===== config.mk =====
export PLATFORM = sky130hd
export DESIGN_NAME = screen_plot_driver_flat
export DESIGN_NICKNAME = d
export VERILOG_FILES = /design/src/rtl/screen_pkg.sv /design/src/rtl/screen_plot_driver_if.sv /design/src/rtl/screen_xy_counter.sv /design/src/rtl/screen_plot_driver.sv /design/src/flat_wrapper.sv
export SDC_FILE = /design/constraint.sdc
export NUM_CORES = 1
export LEC_CHECK = 0
export ABC_AREA = 1
export CAP_MARGIN = 5
export CORE_MARGIN = 2
export CORE_UTILIZATION = 40
export DETAILED_ROUTE_END_ITERATION = 12
export SLEW_MARGIN = 20
export SYNTH_ARGS = -nofsm -noshare
export SYNTH_HDL_FRONTEND = slang
export SYNTH_SLANG_ARGS = --single-unit

===== constraint.sdc =====
create_clock -name clk -period 4.2 [get_ports clk]
set_clock_uncertainty 0.05 [all_clocks]
set_input_delay 1.26 -clock clk [delete_from_list [all_inputs] [get_ports clk]]
set_output_delay 1.26 -clock clk [all_outputs]
set_load 0.01 [all_outputs]

===== src/rtl/screen_pkg.sv =====
// Shared raster geometry for the 160x120 VGA screen, plus the plot-driver state encoding.
// Pure declarations: no latency and no backpressure.
package screen_pkg;

    localparam int SCREEN_W      = 160;
    localparam int SCREEN_H      = 120;
    localparam int SCREEN_PIXELS = 19200;
    localparam int SCREEN_ADDR_W = 15;
    localparam int X_W           = 8;
    localparam int Y_W           = 7;

    typedef enum logic [1:0] {
        ST_IDLE,
        ST_ISSUE,
        ST_DRAIN,
        ST_DONE
    } plot_state_t;

    // Travels alongside a ROM access so the returned word can be placed on screen.
    typedef struct packed {
        logic           vld;
        logic [X_W-1:0] x;
        logic [Y_W-1:0] y;
    } pix_tag_t;

endpackage


===== src/rtl/screen_plot_driver_if.sv =====
// Bundles the plot driver's control handshake, ROM read port and VGA pixel-write port.
// Wires only: no latency and no backpressure.
interface screen_plot_driver_if #(
    parameter int COLOUR_BITS = 3
);
    import screen_pkg::*;

    logic                     start;
    logic                     busy;
    logic                     done;
    logic [SCREEN_ADDR_W-1:0] rom_addr;
    logic [COLOUR_BITS-1:0]   rom_data;
    logic [X_W-1:0]           x;
    logic [Y_W-1:0]           y;
    logic [COLOUR_BITS-1:0]   colour;
    logic                     plot;

    modport master (
        input  start, rom_data,
        output busy, done, rom_addr, x, y, colour, plot
    );

    modport slave (
        output start, rom_data,
        input  busy, done, rom_addr, x, y, colour, plot
    );

endinterface


===== src/rtl/screen_xy_counter.sv =====
// Row-major raster counter giving x, y and the matching linear address; saturates on the last pixel.
// Outputs are registers updated one edge after clr/en; no backpressure beyond en.
module screen_xy_counter
    import screen_pkg::*;
(
    input  logic                     clk,
    input  logic                     resetn,
    input  logic                     clr,
    input  logic                     en,
    output logic [X_W-1:0]           x,
    output logic [Y_W-1:0]           y,
    output logic [SCREEN_ADDR_W-1:0] addr,
    output logic                     last
);

    assign last = (x == X_W'(SCREEN_W - 1)) && (y == Y_W'(SCREEN_H - 1));

    // The linear address is kept as its own incrementer so no y*160 multiply is needed.
    always_ff @(posedge clk or negedge resetn) begin
        if (!resetn) begin
            x    <= '0;
            y    <= '0;
            addr <= '0;
        end else if (clr) begin
            x    <= '0;
            y    <= '0;
            addr <= '0;
        end else if (en && !last) begin
            addr <= addr + SCREEN_ADDR_W'(1);
            if (x == X_W'(SCREEN_W - 1)) begin
                x <= '0;
                y <= y + Y_W'(1);
            end else begin
                x <= x + X_W'(1);
            end
        end
    end

endmodule


===== src/rtl/screen_plot_driver.sv =====
// Replays a full 160x120 ROM image into the VGA write port, one pixel per clock once started.
// First plot ROM_LATENCY+1 cycles after the first address; no backpressure, start ignored while busy.
module screen_plot_driver
    import screen_pkg::*;
#(
    parameter int COLOUR_BITS = 3,
    parameter int ROM_LATENCY = 1
) (
    input  logic                 clk,
    input  logic                 resetn,
    screen_plot_driver_if.master bus
);

    plot_state_t              state;
    plot_state_t              state_nxt;
    logic                     cnt_clr;
    logic                     cnt_en;
    logic [X_W-1:0]           cnt_x;
    logic [Y_W-1:0]           cnt_y;
    logic [SCREEN_ADDR_W-1:0] cnt_addr;
    logic                     cnt_last;
    logic [2:0]               drain_cnt;
    pix_tag_t                 tag_in;
    pix_tag_t                 pipe [ROM_LATENCY];

    logic                     busy_q;
    logic                     done_q;
    logic [X_W-1:0]           x_q;
    logic [Y_W-1:0]           y_q;
    logic [COLOUR_BITS-1:0]   colour_q;
    logic                     plot_q;

    screen_xy_counter u_cnt (
        .clk    (clk),
        .resetn (resetn),
        .clr    (cnt_clr),
        .en     (cnt_en),
        .x      (cnt_x),
        .y      (cnt_y),
        .addr   (cnt_addr),
        .last   (cnt_last)
    );

    always_ff @(posedge clk or negedge resetn) begin
        if (!resetn) begin
            state <= ST_IDLE;
        end else begin
            state <= state_nxt;
        end
    end

    always_comb begin
        state_nxt = state;
        cnt_clr   = 1'b0;
        cnt_en    = 1'b0;
        case (state)
            ST_IDLE: begin
                if (bus.start) begin
                    state_nxt = ST_ISSUE;
                    cnt_clr   = 1'b1;
                end
            end
            ST_ISSUE: begin
                cnt_en = 1'b1;
                if (cnt_last) begin
                    state_nxt = ST_DRAIN;
                end
            end
            // Stay until the last ROM word has been registered onto the pixel port.
            ST_DRAIN: begin
                if (drain_cnt == 3'(ROM_LATENCY)) begin
                    state_nxt = ST_DONE;
                end
            end
            ST_DONE: begin
                state_nxt = ST_IDLE;
            end
            default: begin
                state_nxt = ST_IDLE;
            end
        endcase
    end

    always_ff @(posedge clk or negedge resetn) begin
        if (!resetn) begin
            drain_cnt <= '0;
        end else if (state == ST_DRAIN) begin
            drain_cnt <= drain_cnt + 3'(1);
        end else begin
            drain_cnt <= '0;
        end
    end

    assign tag_in = '{vld: (state == ST_ISSUE), x: cnt_x, y: cnt_y};

    // Last stage lines up with rom_data for the address issued ROM_LATENCY cycles earlier.
    always_ff @(posedge clk or negedge resetn) begin
        if (!resetn) begin
            for (int i = 0; i < ROM_LATENCY; i++) begin
                pipe[i] <= '0;
            end
        end else begin
            pipe[0] <= tag_in;
            for (int i = 1; i < ROM_LATENCY; i++) begin
                pipe[i] <= pipe[i-1];
            end
        end
    end

    always_ff @(posedge clk or negedge resetn) begin
        if (!resetn) begin
            x_q      <= '0;
            y_q      <= '0;
            colour_q <= '0;
            plot_q   <= 1'b0;
            busy_q   <= 1'b0;
            done_q   <= 1'b0;
        end else begin
            x_q      <= pipe[ROM_LATENCY-1].x;
            y_q      <= pipe[ROM_LATENCY-1].y;
            colour_q <= bus.rom_data;
            plot_q   <= pipe[ROM_LATENCY-1].vld;
            busy_q   <= (state_nxt == ST_ISSUE) || (state_nxt == ST_DRAIN);
            done_q   <= (state_nxt == ST_DONE);
        end
    end

    assign bus.rom_addr = cnt_addr;
    assign bus.x        = x_q;
    assign bus.y        = y_q;
    assign bus.colour   = colour_q;
    assign bus.plot     = plot_q;
    assign bus.busy     = busy_q;
    assign bus.done     = done_q;

endmodule


===== src/flat_wrapper.sv =====
// flat-port wrapper written by rule: the top's interface ports become plain ports
module screen_plot_driver_flat import screen_pkg::*;
#(
    parameter int COLOUR_BITS = 3,
    parameter int ROM_LATENCY = 1
)
  (clk, resetn, bus_start, bus_rom_data, bus_busy, bus_done, bus_rom_addr, bus_x, bus_y, bus_colour, bus_plot);
  screen_plot_driver_if #(.COLOUR_BITS(COLOUR_BITS)) bus_i ();
  input  logic clk;
  input  logic resetn;
  input wire logic [$bits(bus_i.start)-1:0] bus_start;
  input wire logic [$bits(bus_i.rom_data)-1:0] bus_rom_data;
  output wire logic [$bits(bus_i.busy)-1:0] bus_busy;
  output wire logic [$bits(bus_i.done)-1:0] bus_done;
  output wire logic [$bits(bus_i.rom_addr)-1:0] bus_rom_addr;
  output wire logic [$bits(bus_i.x)-1:0] bus_x;
  output wire logic [$bits(bus_i.y)-1:0] bus_y;
  output wire logic [$bits(bus_i.colour)-1:0] bus_colour;
  output wire logic [$bits(bus_i.plot)-1:0] bus_plot;
  assign bus_i.start = bus_start;
  assign bus_i.rom_data = bus_rom_data;
  assign bus_busy = bus_i.busy;
  assign bus_done = bus_i.done;
  assign bus_rom_addr = bus_i.rom_addr;
  assign bus_x = bus_i.x;
  assign bus_y = bus_i.y;
  assign bus_colour = bus_i.colour;
  assign bus_plot = bus_i.plot;
  screen_plot_driver #(.COLOUR_BITS(COLOUR_BITS), .ROM_LATENCY(ROM_LATENCY)) u_core (.clk(clk), .resetn(resetn), .bus(bus_i));
endmodule

Word-level counts from Yosys, hierarchy flattened

Index checks and enable logic that the tools add are counted.

Bits in registers: 72
Word-level logic and storage cells: 51
Bits of input ports: 6
Output and inout bits: 36

$add $sub $neg: 4
Eq/ne operators: 9
Reduce and logical (&&, ||, !) cells: 8
Multiplexer cells: 16

Operators by type and width:

| kind                                           | count |
|---|---|
| 2-to-1 mux 15 bit                              | 2 |
| 2-to-1 mux 8 bit                               | 3 |
| 2-to-1 mux 7 bit                               | 3 |
| adder 15 x 1 -> 15 bit (second input constant) | 1 |
| adder 8 x 1 -> 8 bit (second input constant)   | 1 |
| == test 2 bit (second input constant)          | 4 |
| == test 8 bit (second input constant)          | 1 |
| one-hot mux 2 bit (4 select lines)             | 1 |
| adder 7 x 1 -> 7 bit (second input constant)   | 1 |
| == test 7 bit (second input constant)          | 1 |
| 2-to-1 mux 2 bit                               | 3 |
| == test 2 x 1 -> 1 bit (second input constant) | 2 |
| nonzero test 2 bit                             | 2 |
| adder 3 x 1 -> 3 bit (second input constant)   | 1 |
| == test 3 x 1 -> 1 bit (second input constant) | 1 |
| 2-to-1 mux 1 bit                               | 3 |
| 2-to-1 mux 3 bit                               | 1 |
| logical AND 1 bit                              | 2 |
| zero test 2 bit                                | 1 |
| AND reduction 2 bit                            | 1 |
| zero test 1 bit                                | 1 |
| logical OR 1 bit                               | 1 |

Logic depth before layout (Yosys ltp)

Gate-level depths: netlist (run 1).

Depth in word-level cells: 6
Mapped depth: 11
Depth with buffers taken out: 10

Cells and area by module

Synthesis (run 1) repeated with hierarchy kept, for this count alone.

Cells, all modules: 344
Area total of the unflattened synthesis: 3,076.7 µm²

By module, submodules not included:

| module             | cells each | instances | seq. area each (µm²) | area an instance (µm²) |
|---|---|---|---|---|
| screen_xy_counter  | 279        | 1         | 750.7                | 1,898.1 |
| screen_plot_driver | 65         | 1         | 1,051.0              | 1,178.6 |

Worst setup path after synthesis (run 1)

Ideal clock, no wire load.

Path kind: in2reg
Start: in bus_start
End: reg u_core.busy_q (netlist: u_core.bus.busy)
Required time: 4.024 ns
Data arrival time: 2.265 ns
Setup time: 0.126 ns
Slack: 1.759 ns
Stages on the path: 8
Buffers on the path: 1
Cell sequence: nand2_1 nor2_1 inv_2 nand2_4 clkinv_4 buf_8 nand2_1 ha_1

Cells in the longest elaborated chain, start to end: 4
Elaborated cells between the ends (all ways): 5
Those cells by class: eq/ne: 2; mux: 2; reduce/logical: 1

Ends and longest elaborated chain:

| item                                                    | RTL line                  | text |
|---|---|---|
| start: declaration                                      | flat_wrapper.sv:11        | `input wire logic [$bits(bus_i.start)-1:0] bus_start;` |
| 2-to-1 mux 2 bit (*)                                    | screen_plot_driver.sv:58  | `if (bus.start) begin` |
| one-hot mux 2 bit (4 select lines) (*)                  | screen_plot_driver.sv:56  | `case (state)` |
| via u_core.state_nxt[0]                                 | screen_plot_driver.sv:15  | `plot_state_t state_nxt;` |
| == test 2 x 1 -> 1 bit or == test 2 bit (tied branches) | screen_plot_driver.sv:123 | `busy_q <= (state_nxt == ST_ISSUE) \|\| (state_nxt == ST_DRAIN);` |
| logical OR 1 bit (*)                                    | screen_plot_driver.sv:123 |  |
| end signal: assignment                                  | screen_plot_driver.sv:123 |  |
| end: declaration                                        | screen_plot_driver.sv:26  | `logic busy_q;` |

The timed path passes the listed nets; every way through them passes the cells marked *.
A chain may end at the register's enable or synchronous reset.

Final worst setup path (run 1)

Same ends and word-level chain as after synthesis.

==> results of run 1 <==
==> power by group through the flow <==
stage / Combinational (W) / Clock (W) / Sequential, W
2_1_floorplan: 0.000000225 / 0 / 0.000709
3_3_place_gp: 0.0000232 / 0 / 0.000708
3_5_place_dp: 0.0000233 / 0 / 0.000708
4_1_cts: 0.0000234 / 0.000728 / 0.000695
5_1_grt: 0.0000255 / 0.000755 / 0.000694
6_report: 0.0000217 / 0.000711 / 0.000695
==> kinds of logic after synthesis <==
kind of cell / after synthesis / synth area share
buf+inv: 35 / 0.05014
xor+xnor: 9 / 0.02633
compound gates: 15 / 0.02883
fa+ha+maj: 6 / 0.02507
simple gates: 181 / 0.2679
flops: 72 / 0.6018
==> worst max-delay path, cell delays in order <==
cell             delay (ns)
clkdlybuf4s50_1        0.45
nand2_1                0.05
nor2_1                 0.29
inv_2                  0.29
nand2_4                0.22
clkinv_4               0.15
nand2_1                0.11
ha_1                   0.23
==> registers in the layout (all words and copies together), names as in the netlist, 2 cells and up <==
signal	cells
u_core.pipe	16
u_core.u_cnt.addr	15
u_core.bus.x	8
u_core.u_cnt.x	8
u_core.bus.y	7
u_core.u_cnt.y	7
u_core.bus.colour	3
u_core.drain_cnt	3
u_core.state	2
==> cells in the mapped netlist (2+ instances only) <==
library cell / count
or2_2: 2
o21bai_1: 3
o21ai_0: 9
nand2_4: 2
inv_1: 27
ha_1: 6
nand3_1: 30
a21oi_1: 2
nand2_1: 92
buf_2: 2
dfrtp_1: 72
nand4_1: 18
xor2_1: 8
nor2_1: 33
==> metal layers <==
layer  share of wire  track usage
met4          0.0062      0.05385
met3           0.046      0.04841
met5               0            0
met1            0.48       0.1864
met2            0.46       0.2276
==> area by class of cell <==
cell class | instances | area share
clock buffers | 10 | 0.03648
well taps | 99 | 0.03284
multi-input cells | 211 | 0.2763
flip-flops and latches | 72 | 0.4776
clock inverters | 5 | 0.03416
inverters | 30 | 0.03118
repair buffers | 43 | 0.1114
==> worst paths after layout <==
check | start | end | cells past startpoint
setup / recovery | bus_start | u_core.bus.busy$_DFF_PN0_ | 8
hold / removal | u_core.pipe[5]$_DFF_PN0_ | u_core.bus.y[5]$_DFF_PN0_ | 0
setup reg to reg | u_core.u_cnt.y[0]$_DFFE_PN0P_ | u_core.bus.busy$_DFF_PN0_ | 9
hold reg to reg | u_core.pipe[5]$_DFF_PN0_ | u_core.bus.y[5]$_DFF_PN0_ | 0
max in group asynchronous | resetn | u_core.bus.y[0]$_DFF_PN0_ | 2
min in group asynchronous | resetn | u_core.bus.x[5]$_DFF_PN0_ | 2
==> metrics by stage <==
step / power [W] / std cells / utilization / instance area, µm² / setup WS (ns)
global route: 0.001475 / 470 / 0.5201 / 3772 / 1.170
finish: 0.001428 / 470 / 0.5201 / 3772 / 1.319
CTS: 0.001446 / 470 / 0.5201 / 3772 / 1.317
floorplan: 0.0007094 / 318 / - / 2994 / 1.759
global placement: 0.0007312 / 455 / 0.4834 / 3506 / 1.012
detailed placement: 0.0007315 / 455 / 0.4834 / 3506 / 0.9543
==> key figures, run 1 <==
Power
  – Switch share: 0.1802
  – Clk pwr share: 0.498
  – Sequential power share: 0.487
  – Net load switching power: 0.0002573 W
  – Worst VDD drop: 150.7 µV
  – Combinational fraction of design power: 0.015
  – Leak: 1.752 nW
  – Pwr per Cell Area: 378.5 nW/µm²
  – P_int: 0.001170 W

Final layout
  – Register Area: 1802 µm²
  – Share of layout cells above drive strength 1: 0.07547
  – Layout area overhead: 25.99%
  – Multi-input gate area: 1042 µm²
  – Commonest non-fill, non-tap cell in the layout: nand2_1
  – Layout fillers: 678
  – Final nets: 379
  – Antenna Cells: 0
  – Most frequent cells in the layout: 92 x nand2_1, 72 x dfrtp_1, 40 x clkdlybuf4s50_1

Critical path
  – Crit end category: flip-flop
  – FF-to-FF setup slack: 2.07 ns
  – CP max FO: 26
  – Critical Path RT: 4.37 ns
  – Startpoint types: primary input
  – Worst EP arrival: 3.05 ns
  – Crit path kind: primary input to flip-flop

CTS
  – CTS Hold Buffers Added: 0
  – Post-cts resize count: 0
  – Root buffer cell: clkbuf_8
  – Postcts setup bufs: 0
  – CTS Buffer Depth: 2
  – Worst-Skew Late Latency: 0.33 ns
  – CTS Sinks: 72
  – CTS tree: built
  – CTS Buf Count: 9
  – # H-tree levels: 3
  – CTS clk-pin slew, worst paths: 0.07 ns

Timing
  – Setup Viol. Count Final: 0
  – Fmax: 347.1 MHz
  – Worst Tran Pin Value: 0.7480 ns
  – Final hold vios: 0
  – Fin crit share: 0.6859
  – Setup tns final: 0 ns
  – Unrepaired setup endpoints after global routing: false
  – Tmin final: 2.881 ns
  – Relative slew slack: 0.5014
  – Final Max Tran Viols: 0
  – Hold_ws: 0.2968 ns

Synthesis
  – Register area share after synthesis: 0.6018
  – Avg Synthesized Cell Area: 9.415 µm²
  – FFs w/ async S/R, synth: 1.000
  – Post-synth EDFFs: 0
  – Synth area leaders: dfrtp_1 60%, nand2_1 12%, nand3_1 5.0%
  – Syn_nets: 330
  – Top FF cell, synth: dfrtp_1
  – Synth warn: 0
  – Syn Inst Count: 318
  – Post-synth cell types: 26
  – Yosys reg bits: 72
  – Post-synth top area share: 0.6018
  – Post-synthesis cell type with the largest combined area: dfrtp_1
  – Post-Syn Area: 2994 µm²

Drt
  – Drt drc: 0
  – Final antenna-violating net count: 0
  – Vias post-DR: 2207
  – Post-Route WL: 5.524 mm
  – Iteration-0 DRC Markers: 98
  – Drt wl/cell: 11.75 µm
  – Router iterations before antenna repair: 4
  – Vias per cell: 4.696

Placement
  – Detail Placement HPWL: 3.710 mm
  – GP Congestion: 0.8362
  – IO Port Bufs: 41

GRT
  – Global-route wire length before repair: 9.522 mm
  – Vias in the first global route: 2049
  – Total Routing Usage GR: 0.1448
  – Global-route congestion overflow total: 0
  – Pin count of the biggest net entering global routing: 49
  – Initial antenna violation count: 0

Floorplanning
  – Initial cell density of the core: 0.4128
  – Die Wd: 90.52 µm
  – Core Area: 7253 µm²
  – Row count: 31
  – Die span in y: 90.52 µm
  – Die Area: 8193 µm²
  – Total I/O pin count: 42

Run status
  – Status: finished, final reports clean

Job
  – Max Cap Viol: 0

Worst hold path
  – HP Class: flip-flop to flip-flop
No activity file was read; power rests on OpenSTA's default activity.
==> run 2, diff against run 1 <==
- clock period: 4.2 -> 2.45 ns (I/O delays scaled with it)
==> key figures, run 2 (same netlist as run 1, synthesis figures left out) <==
Run status
  – Status: finished, final reports clean (unchanged)

Floorplanning
  – Initial cell density of the core: 0.4128 (unchanged)
  – Core Area: 7253 µm² (unchanged)
  – Die Area: 8193 µm² (unchanged)
  – Row count: 31 (unchanged)
  – Die span in y: 90.52 µm (unchanged)
  – Die Wd: 90.52 µm (unchanged)
  – Total I/O pin count: 42 (unchanged)

Final layout
  – Post-Layout Cell Count: 474 (was 470)
  – Layout area overhead: 24.36% (was 25.99%)
  – Most frequent cells in the layout: 92 x nand2_1, 72 x dfrtp_1, 40 x clkdlybuf4s50_1 (unchanged)
  – Biggest regs: u_core.pipe x16, u_core.u_cnt.addr x15 (unchanged)
  – Antenna Cells: 0 (unchanged)
  – Final nets: 382 (was 379)
  – Final core area utilization: 0.5134 (was 0.5201)
  – Top reg by flops: u_core.pipe (unchanged)
  – Commonest non-fill, non-tap cell in the layout: nand2_1 (unchanged)
  – Max reg flops: 16 (unchanged)
  – Share of layout cells above drive strength 1: 0.08533 (was 0.07547)

Critical path
  – CP cell instances: clkdlybuf4s50_1 (was clkdlybuf4s50_1 > nand2_1 > nor2_1 > inv_2 > nand2_4 > clkinv_4 > nand2_1 > ha_1)
  – Slowest CP cell: clkdlybuf4s50_1 (unchanged)
  – CP max stage delay: 0.59 ns (was 0.45 ns)
  – Crit end category: primary output (was flip-flop)
  – Worst Reg-to-Reg Cells: 9 (unchanged)
  – Startpoint types: flip-flop (was primary input)
  – Crit path kind: flip-flop to primary output (was primary input to flip-flop)
  – Critical path depth in cells: 1 (was 8)
  – CP max FO: 7 (was 26)
  – Critical Path RT: 1.66 ns (was 4.37 ns)
  – Worst EP arrival: 1.39 ns (was 3.05 ns)
  – Buffer and inverter count on the worst path: 1 (was 3)
  – CP top delay family: buffers and inverters (unchanged)

Timing
  – Final Max Tran Viols: 0 (unchanged)
  – Fmax: 459.1 MHz
  – Setup Viol. Count Final: 0 (unchanged)
  – Hold_ws: 0.2942 ns (was 0.2968 ns)
  – Tmin final: 2.178 ns
  – Fin crit share: 0.8890
  – Relative slew slack: 0.6980 (was 0.5014)
  – Unrepaired setup endpoints after global routing: false (unchanged)
  – Final hold vios: 0 (unchanged)
  – Setup tns final: 0 ns (unchanged)
  – Worst Tran Pin Value: 0.4530 ns (was 0.7480 ns)

CTS
  – CTS Hold Buffers Added: 0 (unchanged)
  – # H-tree levels: 3 (unchanged)
  – CTS clk-pin slew, worst paths: 0.07 ns (about the same)
  – Root buffer cell: clkbuf_8 (unchanged)
  – Worst-Skew Late Latency: 0.33 ns (about the same)
  – Post-cts resize count: 0 (unchanged)
  – CTS Buf Count: 9 (unchanged)
  – CTS Buffer Depth: 2 (unchanged)
  – CTS tree: built (unchanged)
  – CTS Sinks: 72 (unchanged)
  – Postcts setup bufs: 0 (unchanged)

Power
  – Total power: 0.002065 W (was 0.001428 W)
  – Worst VDD drop: 218.8 µV (was 150.7 µV)
  – Leak: 1.733 nW (was 1.752 nW)
  – Pwr per Cell Area: 554.5 nW/µm² (was 378.5 nW/µm²)

Drt
  – Metal3 WL: 309 µm (was 252 µm)
  – Drt wl/cell: 11.92 µm (was 11.75 µm)
  – Iteration-0 DRC Markers: 85 (was 98)
  – Vias per cell: 4.671 (was 4.696)
  – DR top layer: met4 (unchanged)
  – Final antenna-violating net count: 0 (unchanged)
  – Router iterations before antenna repair: 4 (unchanged)
  – Post-Route WL: 5.648 mm (was 5.524 mm)
  – DRT met1 WL: 2.623 mm (was 2.679 mm)
  – Met2 wire len: 2.681 mm (was 2.557 mm)
  – Drt drc: 0 (unchanged)
  – Vias post-DR: 2214 (was 2207)

Job
  – Max Cap Viol: 0 (unchanged)

GRT
  – Global-route congestion overflow total: 0 (unchanged)
  – Vias in the first global route: 2225 (was 2049)
  – Initial antenna violation count: 0 (unchanged)
  – Pin count of the biggest net entering global routing: 31 (was 49)
  – Global-route wire length before repair: 10.06 mm (was 9.522 mm)
  – Total Routing Usage GR: 0.1541 (was 0.1448)

Worst hold path
  – HP Class: primary input to async pin (was flip-flop to flip-flop)

Placement
  – Detail Placement HPWL: 3.994 mm (was 3.710 mm)
  – IO Port Bufs: 41 (unchanged)
  – Placed Instances: 458 (was 455)
  – GP Congestion: 0.7695 (was 0.8362)
==> run 2: cell count changes in the layout (fill, tap and decap cells not counted), sizes merged <==
cell      before  now
buf            3    6
clkinvlp       0    1
clkbuf        10   11
bufinv         4    0
clkinv         3    6
==> run 2: cell type report <==
cell class | count | area [µm²]
Clock inverter | 5 | 31.28
Tap cell | 99 | 123.9
Fill cell | 697 | 3530
Inverter | 30 | 117.6
Sequential cell | 72 | 1802
Clock buffer | 11 | 151.4
Timing Repair Buffer | 46 | 455.4
Multi-Input combinational cell | 211 | 1042
==> run 2: path summary, 6_finish.rpt <==
check	slack, ns	startpoint	end
min in group clk	0.30	u_core.pipe[13]$_DFF_PN0_	u_core.bus.x[6]$_DFF_PN0_
max in group asynchronous	1.39	resetn	u_core.u_cnt.x[2]$_DFFE_PN0P_
max	0.27	u_core.u_cnt.addr[2]$_DFFE_PN0P_	bus_rom_addr[2]
min reg2reg	0.30	u_core.pipe[13]$_DFF_PN0_	u_core.bus.x[6]$_DFF_PN0_
min	0.29	resetn	u_core.bus.x[7]$_DFF_PN0_
max reg2reg	0.39	u_core.u_cnt.x[0]$_DFFE_PN0P_	u_core.bus.busy$_DFF_PN0_
==> run 2: power by group <==
part           internal (W)  switching (W)   total, W
combinational     0.0000147      0.0000251  0.0000398
clock              0.000419       0.000415   0.000834
sequential          0.00119    0.000000563    0.00119
==> run 2: stage by stage <==
step	cell area, µm²	worst slack, ns
6_report	3724	0.2720
2_1_floorplan	2994	0.5343
5_1_grt	3724	0.1753
3_3_place_gp	3541	0.2143
3_5_place_dp	3541	0.1984
4_1_cts	3724	0.2378
==> run 2: layer usage <==
metal / vias up / global-route usage
met5: - / 0
met4: 0 / 0.06410
met3: 2 / 0.04424
met2: 54 / 0.2488
met1: 1031 / 0.1943
li1: 1127 / -
==> run 3, diff against run 2 <==
- GPL_TIMING_DRIVEN: not set -> 0
- SLEW_MARGIN: 20 -> not set
==> key figures, run 3 (same netlist as run 1, synthesis figures left out) <==
Timing
  – Final hold vios: 0 (unchanged)
  – Post-route setup slack: 0.2551 ns (was 0.2720 ns)
  – Worst Tran Pin Value: 0.8702 ns (was 0.4530 ns)
  – Hold_ws: 0.2899 ns (was 0.2942 ns)
  – Tmin final: 2.195 ns (was 2.178 ns)
  – Final Max Tran Viols: 0 (unchanged)
  – Relative slew slack: 0.4198 (was 0.6980)
  – Fmax: 455.6 MHz (was 459.1 MHz)
  – Fin crit share: 0.8959 (was 0.8890)
  – Setup Viol. Count Final: 0 (unchanged)
  – Unrepaired setup endpoints after global routing: false (unchanged)

Critical path
  – CP max stage delay: 0.46 ns (was 0.59 ns)
  – Startpoint types: primary input (was flip-flop)
  – Slowest CP cell: clkdlybuf4s50_1 (unchanged)
  – Crit end category: flip-flop (was primary output)
  – FF-to-FF End: u_core.bus.busy$_DFF_PN0_ (unchanged)
  – Worst EP arrival: 2.38 ns (was 1.39 ns)
  – Worst Reg-to-Reg Cells: 10 (was 9)
  – FF-to-FF setup slack: 0.26 ns (was 0.39 ns)
  – Crit path kind: primary input to flip-flop (was flip-flop to primary output)
  – Critical Path RT: 2.63 ns (was 1.66 ns)
  – Launching element of the worst setup path: bus_start (was u_core.u_cnt.addr[2]$_DFFE_PN0P_)
  – Cell mode on critical path: nand2_1
  – CP cell instances: clkdlybuf4s50_1 > nand2_1 > nor2_2 > inv_2 > nand2_4 > clkinv_4 > buf_8 > nand2_1 > ha_1 (was clkdlybuf4s50_1)
  – CP max FO: 10 (was 7)
  – RR Startpoint: u_core.u_cnt.y[0]$_DFFE_PN0P_ (was u_core.u_cnt.x[0]$_DFFE_PN0P_)

Floorplanning
  – Die Area: 8193 µm² (unchanged)
  – Row count: 31 (unchanged)
  – Total I/O pin count: 42 (unchanged)
  – Die span in y: 90.52 µm (unchanged)
  – Initial cell density of the core: 0.4128 (unchanged)
  – Die Wd: 90.52 µm (unchanged)
  – Core Area: 7253 µm² (unchanged)

GRT
  – Met1 Use GR: 0.2051 (was 0.1943)
  – Busiest grt layer: met2 (unchanged)
  – Initial antenna violation count: 0 (unchanged)
  – Vias in the first global route: 2222 (was 2225)
  – Met2 Use GR: 0.2456 (was 0.2488)
  – Total Routing Usage GR: 0.1557 (was 0.1541)
  – Global-route wire length before repair: 10.30 mm (was 10.06 mm)
  – Pin count of the biggest net entering global routing: 73 (was 31)
  – Global-route congestion overflow total: 0 (unchanged)
  – GR Util met3: 0.03088 (was 0.04424)

Power
  – P_int: 0.001780 W (was 0.001624 W)
  – Switch share: 0.2152 (was 0.2135)
  – Net load switching power: 0.0004881 W (was 0.0004407 W)
  – Pwr per Cell Area: 605.4 nW/µm² (was 554.5 nW/µm²)
  – Leak: 1.732 nW (was 1.733 nW)
  – Worst VDD drop: 299.4 µV (was 218.8 µV)
  – Combinational fraction of design power: 0.016 (was 0.019)
  – Sequential power share: 0.525 (was 0.577)
  – Total power: 0.002268 W (was 0.002065 W)
  – Clk pwr share: 0.460 (was 0.404)

Final layout
  – Share of layout cells above drive strength 1: 0.08000 (was 0.08533)
  – Most frequent cells in the layout: 92 x nand2_1, 72 x dfrtp_1, 40 x clkdlybuf4s50_1 (unchanged)
  – Top reg by flops: u_core.pipe (unchanged)
  – Layout fillers: 691 (was 697)
  – Final nets: 382 (unchanged)
  – Post-Layout Cell Count: 474 (unchanged)
  – Multi-input gate area: 1045 µm² (was 1042 µm²)
  – Max reg flops: 16 (unchanged)
  – Layout area overhead: 25.11% (was 24.36%)
  – Commonest non-fill, non-tap cell in the layout: nand2_1 (unchanged)
  – Register Area: 1802 µm² (unchanged)
  – Fin area: 3746 µm² (was 3724 µm²)
  – Biggest regs: u_core.pipe x16, u_core.u_cnt.addr x15 (unchanged)
  – Antenna Cells: 0 (unchanged)

CTS
  – Worst-Skew Late Latency: 0.35 ns (was 0.33 ns)
  – CTS Buf Count: 9 (unchanged)
  – Root buffer cell: clkbuf_8 (unchanged)
  – CTS Buffer Depth: 2 (unchanged)
  – CTS clk-pin slew, worst paths: 0.08 ns (was 0.07 ns)
  – CTS tree: built (unchanged)
  – Postcts setup bufs: 0 (unchanged)
  – Post-cts resize count: 0 (unchanged)
  – CTS Hold Buffers Added: 0 (unchanged)
  – CTS Sinks: 72 (unchanged)
  – # H-tree levels: 3 (unchanged)

Drt
  – Vias post-DR: 2265 (was 2214)
  – Vias per cell: 4.778 (was 4.671)
  – Router iterations before antenna repair: 4 (unchanged)
  – Drt drc: 0 (unchanged)
  – Final antenna-violating net count: 0 (unchanged)
  – Iteration-0 DRC Markers: 191 (was 85)
  – Post-Route WL: 5.806 mm (was 5.648 mm)
  – Drt wl/cell: 12.25 µm (was 11.92 µm)

Placement
  – Placed Area: 3526 µm² (was 3541 µm²)
  – Detail Placement HPWL: 3.869 mm (was 3.994 mm)
  – Placed Instances: 458 (unchanged)
  – Setup WS pre-CTS: -0.2969 ns (was 0.1984 ns)
  – IO Port Bufs: 41 (unchanged)
  – GP Congestion: 0.8395 (was 0.7695)

Job
  – Max Cap Viol: 0 (unchanged)

Run status
  – Status: finished, final reports clean (unchanged)

Worst hold path
  – End point of the worst hold path: u_core.bus.x[0]$_DFF_PN0_
  – Hold_sp: u_core.pipe[7]$_DFF_PN0_
  – Hold Path Depth: 0
  – HP Class: flip-flop to flip-flop (was primary input to async pin)
## run 3: changes by cell type in the layout (fill, tap and decap cells not counted), moves of 2 or more
| cell | before | now |
|---|---|---|
| buf_4 | 4 | 1 |
| bufinv_16 | 0 | 2 |
| clkbuf_1 | 0 | 2 |
| clkbuf_8 | 11 | 9 |
| clkinv_2 | 3 | 1 |
| inv_6 | 0 | 2 |
## run 3: final cells by class
class                   count  share of cell area
flip-flops and latches     72              0.4810
multi-input cells         211              0.2789
repair buffers             41              0.1089
clock buffers              10             0.03407
well taps                  99             0.03307
inverters                  30             0.03140
clock inverters             6             0.02405
plain buffers               5            0.008684
## run 3: power groups by stage
stage	registers (W)	clock network (W)	logic [W]
floorplan	0.00122	0	0.000000385
global placement	0.00121	0	0.0000384
detailed placement	0.00121	0	0.0000379
CTS	0.00119	0.00107	0.0000379
global route	0.00119	0.00112	0.0000418
finish	0.00119	0.00104	0.0000355
## run 3: layer usage
metal	wire (µm)	share of wire	vias to the layer above
met3	269	0.046	12
met5	0	0	-
met1	2770	0.48	1064
met2	2621	0.45	64
met4	145	0.025	0
li1	-	-	1125
## run 3: worst max path at each step
stage                     slack (ns)                           endpoint  cells past startpoint
after global routing            0.11          u_core.bus.busy$_DFF_PN0_                     10
after global placement         -1.87  u_core.u_cnt.addr[12]$_DFFE_PN0P_                      1
after CTS                       0.08          u_core.bus.busy$_DFF_PN0_                      9
after detailed placement       -0.30          u_core.bus.busy$_DFF_PN0_                      9
after floorplan                 0.53          u_core.bus.busy$_DFF_PN0_                      8
final                           0.26          u_core.bus.busy$_DFF_PN0_                      9
## run 3: stage by stage
| step | utilization | setup TNS [ns] |
|---|---|---|
| floorplan | - | 0 |
| global placement | 0.4865 | -135.03 |
| detailed placement | 0.4861 | -1.712 |
| CTS | 0.5161 | 0 |
| global route | 0.5165 | 0 |
| finish | 0.5165 | 0 |
## run 3: worst max-delay path, delay by kind of cell
family,cells,cell delay [ns]
adders and majority gates,1,0.23
and+or+nand+nor,4,0.54
buffers and inverters,4,0.87
==> patch, RTL diff (flow settings as in run 3) <==
Reset style: synchronous (`resetn`), changed in 5 clocked blocks.
--- a/src/rtl/screen_xy_counter.sv
+++ b/src/rtl/screen_xy_counter.sv
@@ -16,7 +16,7 @@
     assign last = (x == X_W'(SCREEN_W - 1)) && (y == Y_W'(SCREEN_H - 1));
 
     // The linear address is kept as its own incrementer so no y*160 multiply is needed.
-    always_ff @(posedge clk or negedge resetn) begin
+    always_ff @(posedge clk) begin
         if (!resetn) begin
             x    <= '0;
             y    <= '0;
--- a/src/rtl/screen_plot_driver.sv
+++ b/src/rtl/screen_plot_driver.sv
@@ -41,7 +41,7 @@
         .last   (cnt_last)
     );
 
-    always_ff @(posedge clk or negedge resetn) begin
+    always_ff @(posedge clk) begin
         if (!resetn) begin
             state <= ST_IDLE;
         end else begin
@@ -81,7 +81,7 @@
         endcase
     end
 
-    always_ff @(posedge clk or negedge resetn) begin
+    always_ff @(posedge clk) begin
         if (!resetn) begin
             drain_cnt <= '0;
         end else if (state == ST_DRAIN) begin
@@ -94,7 +94,7 @@
     assign tag_in = '{vld: (state == ST_ISSUE), x: cnt_x, y: cnt_y};
 
     // Last stage lines up with rom_data for the address issued ROM_LATENCY cycles earlier.
-    always_ff @(posedge clk or negedge resetn) begin
+    always_ff @(posedge clk) begin
         if (!resetn) begin
             for (int i = 0; i < ROM_LATENCY; i++) begin
                 pipe[i] <= '0;
@@ -107,7 +107,7 @@
         end
     end
 
-    always_ff @(posedge clk or negedge resetn) begin
+    always_ff @(posedge clk) begin
         if (!resetn) begin
             x_q      <= '0;
             y_q      <= '0;
Function: differs if resetn is asserted again (counterexample within 4 cycles, from zero or initial values and one cycle with resetn low); with resetn held inactive, the same outputs for 10 cycles.
==> patch against run 3 <==
Design area is 0.67% higher. Sequential cell count did not move. Critical path depth fell by 8. Routed wire length up 1.5%. Worst setup slack improved by 0.022 ns. Die area up 2.3%. Area after synthesis is 2.4% higher. Critical path type is now flip-flop to primary output. Largest cell class unchanged.
Power is not compared: it rests on default switching activity, and its combinational part moved more than twofold at a synthesized area within 25%.
==> patch: results (changes against run 3) <==
** STA
- The relative max-transition margin is 65.5% (was 42.0%).
- Final-layout worst hold slack :: 0.354 ns (was 0.290 ns)

** Detailed routing
- The length of routed met2 wiring is 2.64 mm (was 2.62 mm).
- The met1 routed wirelength after detailed routing is 2.80 mm (was 2.77 mm).
- Drt wl/cell :: 10.4 microns (was 12.2 microns)
- The detailed-router iteration count before antenna repair is 6 (was 4).
- Metal3 WL :: 277 microns (was 269 microns)
- The uppermost metal layer occupied by signal nets is met4 (unchanged).
- Number of vias in the routed layout :: 2535 (was 2265)
- DRT iter0 DRCs :: 104 (was 191)

** Synthesis
- Net count of the mapped netlist :: 422 (was 330)
- Synthesized-area fraction occupied by ao, oa, aoi and oai cells :: 6.45% (was 2.88%)
- The unique cell type count in the Yosys netlist is 27 (was 26).
- XOR/XNOR Fraction of Synth Area :: 4.00% (was 2.63%)
- Top cells by area, synth: dfxtp_1 (47%), nand2_1 (17%), inv_1 (7.1%) (was dfrtp_1 (60%), nand2_1 (12%), nand3_1 (5.0%)).
- Most used standard cells in the synthesized netlist :: nand2_1 (137), dfxtp_1 (72), inv_1 (58), nor2_1 (39), a21oi_1 (20) (was nand2_1 (92), dfrtp_1 (72), nor2_1 (33), nand3_1 (30), inv_1 (27))
- Adder-cell share of the synthesized area :: 2.45% (was 2.51%)
- The share of the yosys chip area belonging to registers came to 47.0% (was 60.2%).
- The proportion of register bits with asynchronous set or reset after synthesis was 0% (was 100%).
- Post-synth top flop :: dfxtp_1 (was dfrtp_1)

** Global route
- Via count of the first global-routing pass :: 2345 (was 2222)
- The pin count of the biggest net entering global routing is 13 (was 73).
- Initial antenna violation count :: 0 (unchanged)
- Total global-route track usage :: 15.6% (about the same)
- The first-pass GRT wire length was 10.4 mm (was 10.3 mm).

** Worst setup path
- Worst path arrival time :: 1.39 ns (was 2.38 ns)
- Max incr delay on CP :: 0.59 ns (was 0.46 ns)
- The reg-to-reg startpoint was u_core.u_cnt.x[0] (was u_core.u_cnt.y[0]).
- Worst-case register-to-register setup slack :: 0.47 ns (was 0.26 ns)
- The maximum fanout count along the critical path was 7 (was 10).
- The critical path startpoint is u_core.u_cnt.addr[0] (was bus_start).

** Outcome
- Outcome :: completed (unchanged)

** Placement
- Post-DP HPWL :: 4.25 mm (was 3.87 mm)
- Placer's final routability congestion estimate :: 0.898 (was 0.840)
- Placed instance area :: 3600 sq um (was 3530 sq um)

** Layout
- The post-layout net count came to 474 (was 382).
- The core occupancy in the finished layout came to 51.4% (was 51.6%).
- Fill cell instance count of the final layout :: 711 (was 691)
- Share of post-route cells with drive strength above 1 :: 10.5% (was 8.00%)

** Min path
- Hold Startpoint :: u_core.pipe[0][12] (was u_core.pipe[7])

** Clock tree
- The number of buffers on the longest clock path came to 2 (unchanged).
## patch: kinds of logic after synthesis
kind of cell,count (synthesis)
DFF,72
and+or+nand+nor,214
xor gates and xnor gates,14
adders and majority gates,6
buffers and inverters,72
AOI/OAI and AO/OA,32
## patch: worst paths after layout
kind,depth (start not counted),end
worst max-delay path,1,bus_rom_addr[0]
worst min-delay path,2,u_core.bus.x[5]
worst min register to register,2,u_core.bus.x[5]
worst max register to register,11,u_core.bus.busy
## patch: power by group through the flow
stage | registers [mW] | clock network, mW | logic (mW)
6_report | 1.19 | 0.821 | 0.119
5_1_grt | 1.19 | 0.905 | 0.132
4_1_cts | 1.19 | 0.848 | 0.121
3_5_place_dp | 1.22 | 0 | 0.121
3_3_place_gp | 1.22 | 0 | 0.118
2_1_floorplan | 1.22 | 0 | 0.0691
## patch: metrics by stage
step,std cells,power (mW),setup slack (ns)
global placement,550,1.33,0.163
CTS,565,2.16,0.264
floorplan,410,1.29,0.763
detailed placement,550,1.34,0.120
global route,565,2.23,0.215
finish,565,2.13,0.277
## patch: metal layers
| layer | track usage (%) | up-vias |
|---|---|---|
| li1 | - | 1348 |
| met1 | 19.6 | 1112 |
| met2 | 24.4 | 60 |
| met3 | 3.90 | 15 |
| met4 | 8.59 | 0 |
| met5 | 0 | - |
## patch: final cells by class
| cell class | instances | share of cell area (%) |
|---|---|---|
| clock inverter | 5 | 0.863 |
| tap | 99 | 3.28 |
| clock buffer | 10 | 3.65 |
| inverter | 62 | 6.17 |
| buffer | 10 | 1.66 |
| sequential | 72 | 38.2 |
| multi-input combinational | 266 | 35.3 |
| timing repair buffer | 41 | 10.9 |
